`src/rtl/voltage_ctrl_pkg.sv`:
```
// Shared definitions for the voltage control path: ramp FSM states and default widths.
package voltage_ctrl_pkg;

  localparam int DAC_W      = 12;
  localparam int STEP_W     = 8;
  localparam int RESET_CODE = 0;

  typedef enum logic [1:0] {
    IDLE,
    RAMP,
    HOLD
  } state_e;

endpackage

```
`src/rtl/tick_sync.sv`:
```
// Synchronises the divider's tick into the local clock domain and emits a
// one-cycle event per rising edge, SYNC_STAGES+1 cycles after the edge.
module tick_sync #(
  parameter int SYNC_STAGES = 2
) (
  input  logic clk_i,
  input  logic rst_i,
  input  logic tick_i,
  output logic tick_evt_o
);

  // Anything shorter than two flops is not a synchroniser.
  localparam int STAGES = (SYNC_STAGES < 2) ? 2 : SYNC_STAGES;

  logic [STAGES-1:0] sync_q;
  logic              prev_q;
  logic              evt_q;

  always_ff @(posedge clk_i) begin
    if (rst_i) begin
      sync_q <= '0;
      prev_q <= 1'b0;
      evt_q  <= 1'b0;
    end else begin
      sync_q <= {sync_q[STAGES-2:0], tick_i};
      prev_q <= sync_q[STAGES-1];
      evt_q  <= sync_q[STAGES-1] & ~prev_q;
    end
  end

  assign tick_evt_o = evt_q;

endmodule

```
`src/rtl/voltage_ramp_gen.sv`:
```
// Slews a DAC code toward a requested target by a programmable step per
// divider tick, never overshooting the target or wrapping the code.
module voltage_ramp_gen #(
  parameter int DATA_W      = voltage_ctrl_pkg::DAC_W,
  parameter int STEP_W      = voltage_ctrl_pkg::STEP_W,
  parameter int RESET_CODE  = voltage_ctrl_pkg::RESET_CODE,
  parameter int SYNC_STAGES = 2
) (
  input  logic              clock_in,
  input  logic              reset,
  input  logic              tick_in,
  input  logic              start,
  input  logic [DATA_W-1:0] target_code,
  input  logic [STEP_W-1:0] step_size,
  output logic [DATA_W-1:0] dac_code,
  output logic              busy,
  output logic              done,
  output logic              ramp_up
);

  import voltage_ctrl_pkg::*;

  // One extra bit so the distance and step compare without wrap.
  localparam int CMP_W = ((DATA_W > STEP_W) ? DATA_W : STEP_W) + 1;
  localparam logic [DATA_W-1:0] RESET_VAL = DATA_W'(RESET_CODE);

  state_e            state_q, state_d;
  logic [DATA_W-1:0] dac_q, dac_d;
  logic [DATA_W-1:0] target_q, target_d;
  logic [STEP_W-1:0] step_q, step_d;
  logic              busy_q, busy_d;
  logic              done_q, done_d;
  logic              ramp_up_q, ramp_up_d;

  logic              tick_evt;
  logic [STEP_W-1:0] step_in;
  logic [CMP_W-1:0]  diff;
  logic [CMP_W-1:0]  step_ext;

  tick_sync #(
    .SYNC_STAGES(SYNC_STAGES)
  ) u_tick_sync (
    .clk_i      (clock_in),
    .rst_i      (reset),
    .tick_i     (tick_in),
    .tick_evt_o (tick_evt)
  );

  assign step_in  = (step_size == '0) ? STEP_W'(1) : step_size;
  assign step_ext = CMP_W'(step_q);
  assign diff     = (target_q >= dac_q) ? (CMP_W'(target_q) - CMP_W'(dac_q))
                                        : (CMP_W'(dac_q) - CMP_W'(target_q));

  always_ff @(posedge clock_in) begin
    if (reset) begin
      state_q   <= IDLE;
      dac_q     <= RESET_VAL;
      target_q  <= RESET_VAL;
      step_q    <= STEP_W'(1);
      busy_q    <= 1'b0;
      done_q    <= 1'b0;
      ramp_up_q <= 1'b0;
    end else begin
      state_q   <= state_d;
      dac_q     <= dac_d;
      target_q  <= target_d;
      step_q    <= step_d;
      busy_q    <= busy_d;
      done_q    <= done_d;
      ramp_up_q <= ramp_up_d;
    end
  end

  always_comb begin
    state_d   = state_q;
    dac_d     = dac_q;
    target_d  = target_q;
    step_d    = step_q;
    busy_d    = busy_q;
    done_d    = 1'b0;
    ramp_up_d = ramp_up_q;

    // A request is honoured identically in every state and beats a same-cycle tick.
    if (start) begin
      target_d = target_code;
      step_d   = step_in;
      if (target_code == dac_q) begin
        state_d = HOLD;
        busy_d  = 1'b0;
        done_d  = 1'b1;
      end else begin
        state_d   = RAMP;
        busy_d    = 1'b1;
        ramp_up_d = (target_code > dac_q);
      end
    end else begin
      case (state_q)
        RAMP: begin
          if (tick_evt) begin
            if (diff <= step_ext) begin
              dac_d   = target_q;
              state_d = HOLD;
              busy_d  = 1'b0;
              done_d  = 1'b1;
            end else if (ramp_up_q) begin
              dac_d = dac_q + DATA_W'(step_q);
            end else begin
              dac_d = dac_q - DATA_W'(step_q);
            end
          end
        end
        default: begin
          state_d = state_q;
        end
      endcase
    end
  end

  assign dac_code = dac_q;
  assign busy     = busy_q;
  assign done     = done_q;
  assign ramp_up  = ramp_up_q;

endmodule
```
`config.mk`:
```
export PLATFORM = sky130hd
export DESIGN_NAME = voltage_ramp_gen
export DESIGN_NICKNAME = d
export VERILOG_FILES = /design/src/rtl/voltage_ctrl_pkg.sv /design/src/rtl/tick_sync.sv /design/src/rtl/voltage_ramp_gen.sv
export SDC_FILE = /design/constraint.sdc
export NUM_CORES = 1
export LEC_CHECK = 0
export ABC_AREA = 1
export ABC_CLOCK_PERIOD_IN_PS = 3800
export CAP_MARGIN = 25
export CORE_UTILIZATION = 53
export CTS_CLUSTER_SIZE = 25
export DETAILED_ROUTE_END_ITERATION = 12
export PLACE_DENSITY = 0.78
export SLEW_MARGIN = 20
export SYNTH_ARGS = -nofsm -noshare
export SYNTH_HDL_FRONTEND = slang
export SYNTH_SLANG_ARGS = --single-unit
```
`constraint.sdc`:
```
create_clock -name clock_in -period 3.8 [get_ports clock_in]
set_input_delay 1.14 -clock clock_in [delete_from_list [all_inputs] [get_ports clock_in]]
set_output_delay 1.14 -clock clock_in [all_outputs]
set_load 0.1 [all_outputs]
```
### Yosys cells after proc, flatten, opt, wreduce, memory -nomap -nowiden

Index checks and enable logic that the tools add are counted.

| cells by class | value |
|---|---|
| $add $sub $neg | 4 |
| $lt $le $gt $ge | 3 |
| eq/ne operators | 2 |
| mux-type cells | 19 |
| bitwise operators | 4 |
| reduce and logical (&&, ||, !) cells | 7 |

Operators with widths:

| kind | count |
|---|---|
| subtractor 12 x 12 -> 13 bit | 2 |
| two-way mux 12 bit | 2 |
| less-or-equal comparator 13 x 8 -> 1 bit | 1 |
| two-way mux 13 bit | 1 |
| adder 12 x 8 -> 12 bit | 1 |
| == test 12 bit | 1 |
| >= comparator 12 bit | 1 |
| greater-than comparator 12 bit | 1 |
| subtractor 12 x 8 -> 12 bit | 1 |
| two-way mux 1 bit | 10 |
| two-way mux 2 bit | 5 |
| zero test 8 bit | 1 |
| two-way mux 8 bit | 1 |
| AND reduction 3 bit | 2 |
| nonzero test 2 bit | 3 |
| inverter 1 bit | 3 |
| == test 2 x 1 -> 1 bit, second input constant | 1 |
| AND reduction 2 bit | 1 |
| AND 1 bit | 1 |

| storage, ports and cells | value |
|---|---|
| register bits after elaboration | 41 |
| bits of input ports | 24 |

### Longest topological paths before layout

| depth | value |
|---|---|
| depth in word-level cells | 7 |
| depth in mapped cells | 28 |
| mapped depth without buffers | 25 |

### Cells and area by module

From an unflattened synthesis, not the netlist that was laid out.

| unflattened totals | value |
|---|---|
| cell total of the unflattened synthesis | 614 |
| area total of the unflattened synthesis | 4,026.4 µm² |

Modules (own cells, without submodules):

| module | instances | cells each | area an instance (µm²) | sequential area each (µm²) |
|---|---|---|---|---|
| voltage_ramp_gen | 1 | 602 | 3,911.3 | 720.7 |
| tick_sync | 1 | 12 | 115.1 | 80.1 |

### Least setup slack after synthesis

OpenSTA, ideal clock, no wires.

| path | value |
|---|---|
| kind | reg-to-reg |
| start | reg dac_q[1] (netlist: dac_code[1]) |
| end | reg dac_q[7] (netlist: dac_code[7]) |
| arrival | 4,306 ps |
| slack | -615 ps |
| stages on the path, launching flop included | 23 |
| buffers on the path | 2 |
| clock period less this slack | 4,415 ps |
| path through | dfxtp_1 -> inv_1 -> ha_1 -> nand2_1 -> nor2_2 -> nand2_1 -> nand3_1 -> nand2_1 -> nand3_2 -> buf_4 -> mux2i_1 -> o21ai_0 -> xor2_1 -> ha_1 -> nand2_1 -> or4_1 -> nand2_1 -> nand2_4 -> buf_6 -> nand2_1 -> nand3_1 -> nand2_1 -> inv_1 |

| on the way | value |
|---|---|
| cells in the longest elaborated chain, start to end | 4 |

RTL lines:

| what | line | RTL |
|---|---|---|
| start: declaration | voltage_ramp_gen.sv:28 | `logic [DATA_W-1:0] dac_q, dac_d;` |
| start signal: assignment | voltage_ramp_gen.sv:57 | `dac_q <= RESET_VAL;` |
| start signal: assignment | voltage_ramp_gen.sv:65 | `dac_q <= dac_d;` |
| subtractor 12 x 12 -> 13 bit (tied with other cells) | voltage_ramp_gen.sv:52 | `: (CMP_W'(dac_q) - CMP_W'(target_q));` |
| two-way mux 13 bit | voltage_ramp_gen.sv:51 | `assign diff = (target_q >= dac_q) ? (CMP_W'(target_q) - CMP_W'(dac_q))` |
| less-or-equal comparator 13 x 8 -> 1 bit | voltage_ramp_gen.sv:100 | `if (diff <= step_ext) begin` |
| two-way mux 12 bit (*) | voltage_ramp_gen.sv:100 |  |

Every way passes the cells marked *; elsewhere a longest branch is shown, timed or not.
A chain may end at the register's enable or synchronous reset.

### Final worst setup path

| path | value |
|---|---|
| start | reg dac_q[2] (netlist: dac_code[2]) |
| end | reg dac_q[2] (netlist: dac_code[2]) |

The elaborated chain is that of the path after synthesis.

==> flow_summary.rst <==
.. list-table::
   :header-rows: 1

   * - Metric
     - Value
   * - Half-perimeter wire length after placement
     - ~9800 um
   * - Mean cell area of the mapped netlist
     - ~6.4 um2
   * - Nets@finish
     - about 770
   * - Die Y-Extent
     - between 80 and 90 um
   * - Number of ports placed on the die boundary
     - 39
   * - Post-Synthesis Net Count
     - between 700 and 800
   * - Min-delay worst type
     - flip-flop to flip-flop
   * - Post-route antenna net violation count
     - 0
   * - End-of-flow core utilization
     - about two thirds
   * - Number of detailed-routing iterations run before antenna repair
     - 5
   * - Antenna diodes
     - 0
   * - Die outline width
     - 89.7 um
   * - PD cells
     - between 200 and 300 nW/um2
   * - Post-detailed-placement cell area
     - 4610 um2
   * - Most common cell after layout, fill and taps aside
     - nand2_1
   * - Initial Util
     - between 50% and 60%
   * - Minimum clock period after layout
     - around 3.6 ns
   * - Clock H-tree levels
     - 2
   * - Final Hold Fails
     - 0
   * - Worst setup path category
     - flip-flop to flip-flop
   * - Worst hold slack
     - slightly below 0.4 ns
   * - Maximum Capacitance Violations
     - 0
   * - Critical Path Start Type
     - flip-flop
   * - Number of global-route vias before repair
     - 4,230
   * - Flops & latches, synth
     - 40
   * - TritonCTS clock tree
     - yes
   * - Total DRC errors in the routed layout
     - 0
   * - Final Routed Wirelength
     - 12,100 um
   * - Via/cell ratio
     - 5.44
   * - Setup TNS
     - 0 ns
   * - Bufs on Longest Clock Path
     - 2
   * - Root Buffer
     - clkbuf_8
   * - Sequential share of the synthesized area
     - 19.6%
   * - Measured slew at the worst slew-check pin
     - just over 0.8 ns
   * - Count of non-filler cells in the finished layout
     - between 700 and 800
   * - Worst supply voltage drop on vdd
     - 0.180 mV
   * - CP Max Fanout
     - 15
   * - Topmost layer with routed signal wires
     - met4
   * - Total via count in the routed design
     - 4,275
   * - Total standard cell area after synthesis
     - 4080 um2
   * - Static Leakage
     - 0.00246 uW
   * - Overflow left after global routing
     - 0
   * - Num CTS Buffers
     - 5
   * - Run status
     - finished clean
   * - Clock latency of the later-clocked register in the worst-skew pair
     - approximately 0.3 ns
   * - Clock-pin slew reported for the worst setup and hold paths after clock tree synthesis
     - around 0.080 ns
   * - Number of warnings issued by yosys
     - 0
   * - Met1 Wirelength
     - approximately 5300 um
   * - Largest net degree at the start of global routing
     - 29
   * - Gr usage total
     - around 30%
   * - Post-synthesis instance total
     - between 600 and 700
   * - Number of rows created at floorplan
     - 31
   * - Port Buf Inserts
     - 38
   * - Average wire per cell in the routed design
     - around 15 um
   * - Endpoint required time on the critical path
     - 3.99 ns
   * - Met3 WL
     - 592 um
   * - FMAX
     - 274 MHz
   * - Critical path capture point type
     - flip-flop
   * - Post-Place Cells
     - between 700 and 800
   * - Number of failing setup endpoints in the final timing report
     - 0
   * - Fraction of layout cells with a size suffix above 1
     - 13.4%
   * - Share of the cycle needed by the critical path after routing
     - a little over nine tenths
   * - Initial antenna violation count
     - 0
   * - Count of distinct cell types in the synthesized netlist
     - 38
   * - Commonest non-fill, non-tap cells in the layout
     - nand2_1, inv_1, a21oi_1, nand3_1, ha_1
   * - Die area
     - just over 8000 um2
   * - First-pass GRT wire length
     - 19,500 um
   * - Final instance area
     - 4890 um2
   * - WP data arrival
     - around 3.8 ns
   * - Area added between synthesis and finish
     - 20.0%
   * - Worst clock skew
     - 0.00678 ns
   * - Slew Limit Headroom
     - a little under half
   * - Area inside the core boundary
     - 7330 um2
   * - Drt initial violations
     - 227
   * - Sinks on Clock Net
     - 40
   * - Routed length on met2
     - roughly 5800 um
   * - Max-slew violation count
     - 0
   * - Routability congestion estimate
     - around 0.94
[worst max-delay path, cell delays in order, from the launching register on]
cell        delay [ns]
dfxtp_4           0.40
clkinvlp_4        0.15
ha_4              0.32
nand2_1           0.10
nor2_4            0.13
nand2_1           0.06
nand3_1           0.11
nand2_1           0.10
nand3_4           0.14
buf_4             0.17
mux2i_1           0.20
o21ai_1           0.10
xor2_1            0.15
ha_1              0.30
nand2_1           0.05
or4_4             0.52
nand2_4           0.11
nand2_8           0.10
nand2_1           0.09
nand2_1           0.05
o21ai_0           0.15
inv_1             0.05
[power breakdown]
part           leakage, uW  internal [uW]  switching (uW)
Clock            0.0000453            125             152
Combinational      0.00208            262             411
Sequential        0.000338            431            18.2
[final cells by class]
class | count | area [um2]
timing repair buffer | 53 | 459
sequential | 40 | 843
fill | 660 | 2440
clock buffer | 5 | 68.8
clock inverter | 3 | 13.8
inverter | 118 | 449
tap | 99 | 124
multi-input combinational | 468 | 2940
[flip-flops by register name, summed over array words and instances (netlist names)]
signal / cells
dac_code: 12
target_q: 12
step_q: 8
u_tick_sync.sync_q: 2
busy: 1
done: 1
ramp_up: 1
state_q: 1
u_tick_sync.prev_q: 1
u_tick_sync.tick_evt_o: 1
[cells in the mapped netlist, drive strengths merged]
cell      n  share of area (%)
xnor2     8                1.7
mux2i     3               0.74
xor2     13                2.8
o211ai    1               0.18
nand4    10                1.5
nor2     46                4.6
inv     117                 11
or2       1               0.15
nand2   154                 15
nor3      8               0.98
clkinv    1              0.092
nand3    49                6.3
clkbuf    7               0.64
buf       5               0.83
fa        3                1.5
ha       56                 17
nor3b     1               0.18
o21bai    2               0.37
a31oi     7                1.1
o22ai     1               0.31
nor4      2               0.31
o21ai    42                5.2
o221ai    1               0.21
a21oi    56                7.1
or4       1               0.18
dfxtp    40                 20
o31ai     1               0.18
a21o      2               0.37
[path summary, 6_finish.rpt]
path | slack, ns | end | depth (start not counted) | from
worst min register to register | 0.39 | u_tick_sync.tick_evt_o | 1 | u_tick_sync.prev_q
worst max register to register | 0.15 | dac_code[2] | 21 | dac_code[2]
worst min-delay path | 0.39 | u_tick_sync.tick_evt_o | 1 | u_tick_sync.prev_q
worst max-delay path | 0.15 | dac_code[2] | 21 | dac_code[2]
[per-layer routing]
| metal | track usage [%] | vias up |
|---|---|---|
| met5 | 0 | - |
| met4 | 14.6 | 0 |
| met3 | 3.81 | 33 |
| met2 | 52.8 | 144 |
| met1 | 36.6 | 1949 |
| li1 | - | 2149 |
[through the flow]
step           setup WS (ns)  power (uW)
2_1_floorplan        0.00562         889
3_3_place_gp          0.0784        1040
3_5_place_dp          0.0285        1050
4_1_cts               0.0169        1340
5_1_grt              -0.0424        1500
6_report               0.150        1400
[repair_timing]
action / in CTS / in global routing
gates resized for setup: 5 / 32
endpoints found under the setup margin: 2 / 15
buffers inserted: 2 / 2
pin swaps: 1 / 3
hold buffers: 0 / 0
[cell families after synthesis]
| group | share of synthesized area (%) |
|---|---|
| AO/OA/AOI/OAI | 15.0 |
| XOR/XNOR | 4.51 |
| adder cells (fa/ha/maj) | 18.7 |
| buffers and inverters | 12.3 |
| flip-flops | 19.6 |
| multiplexers | 0.736 |
| AND/OR/NAND/NOR | 29.1 |
Power figures use the tool's default switching activity.
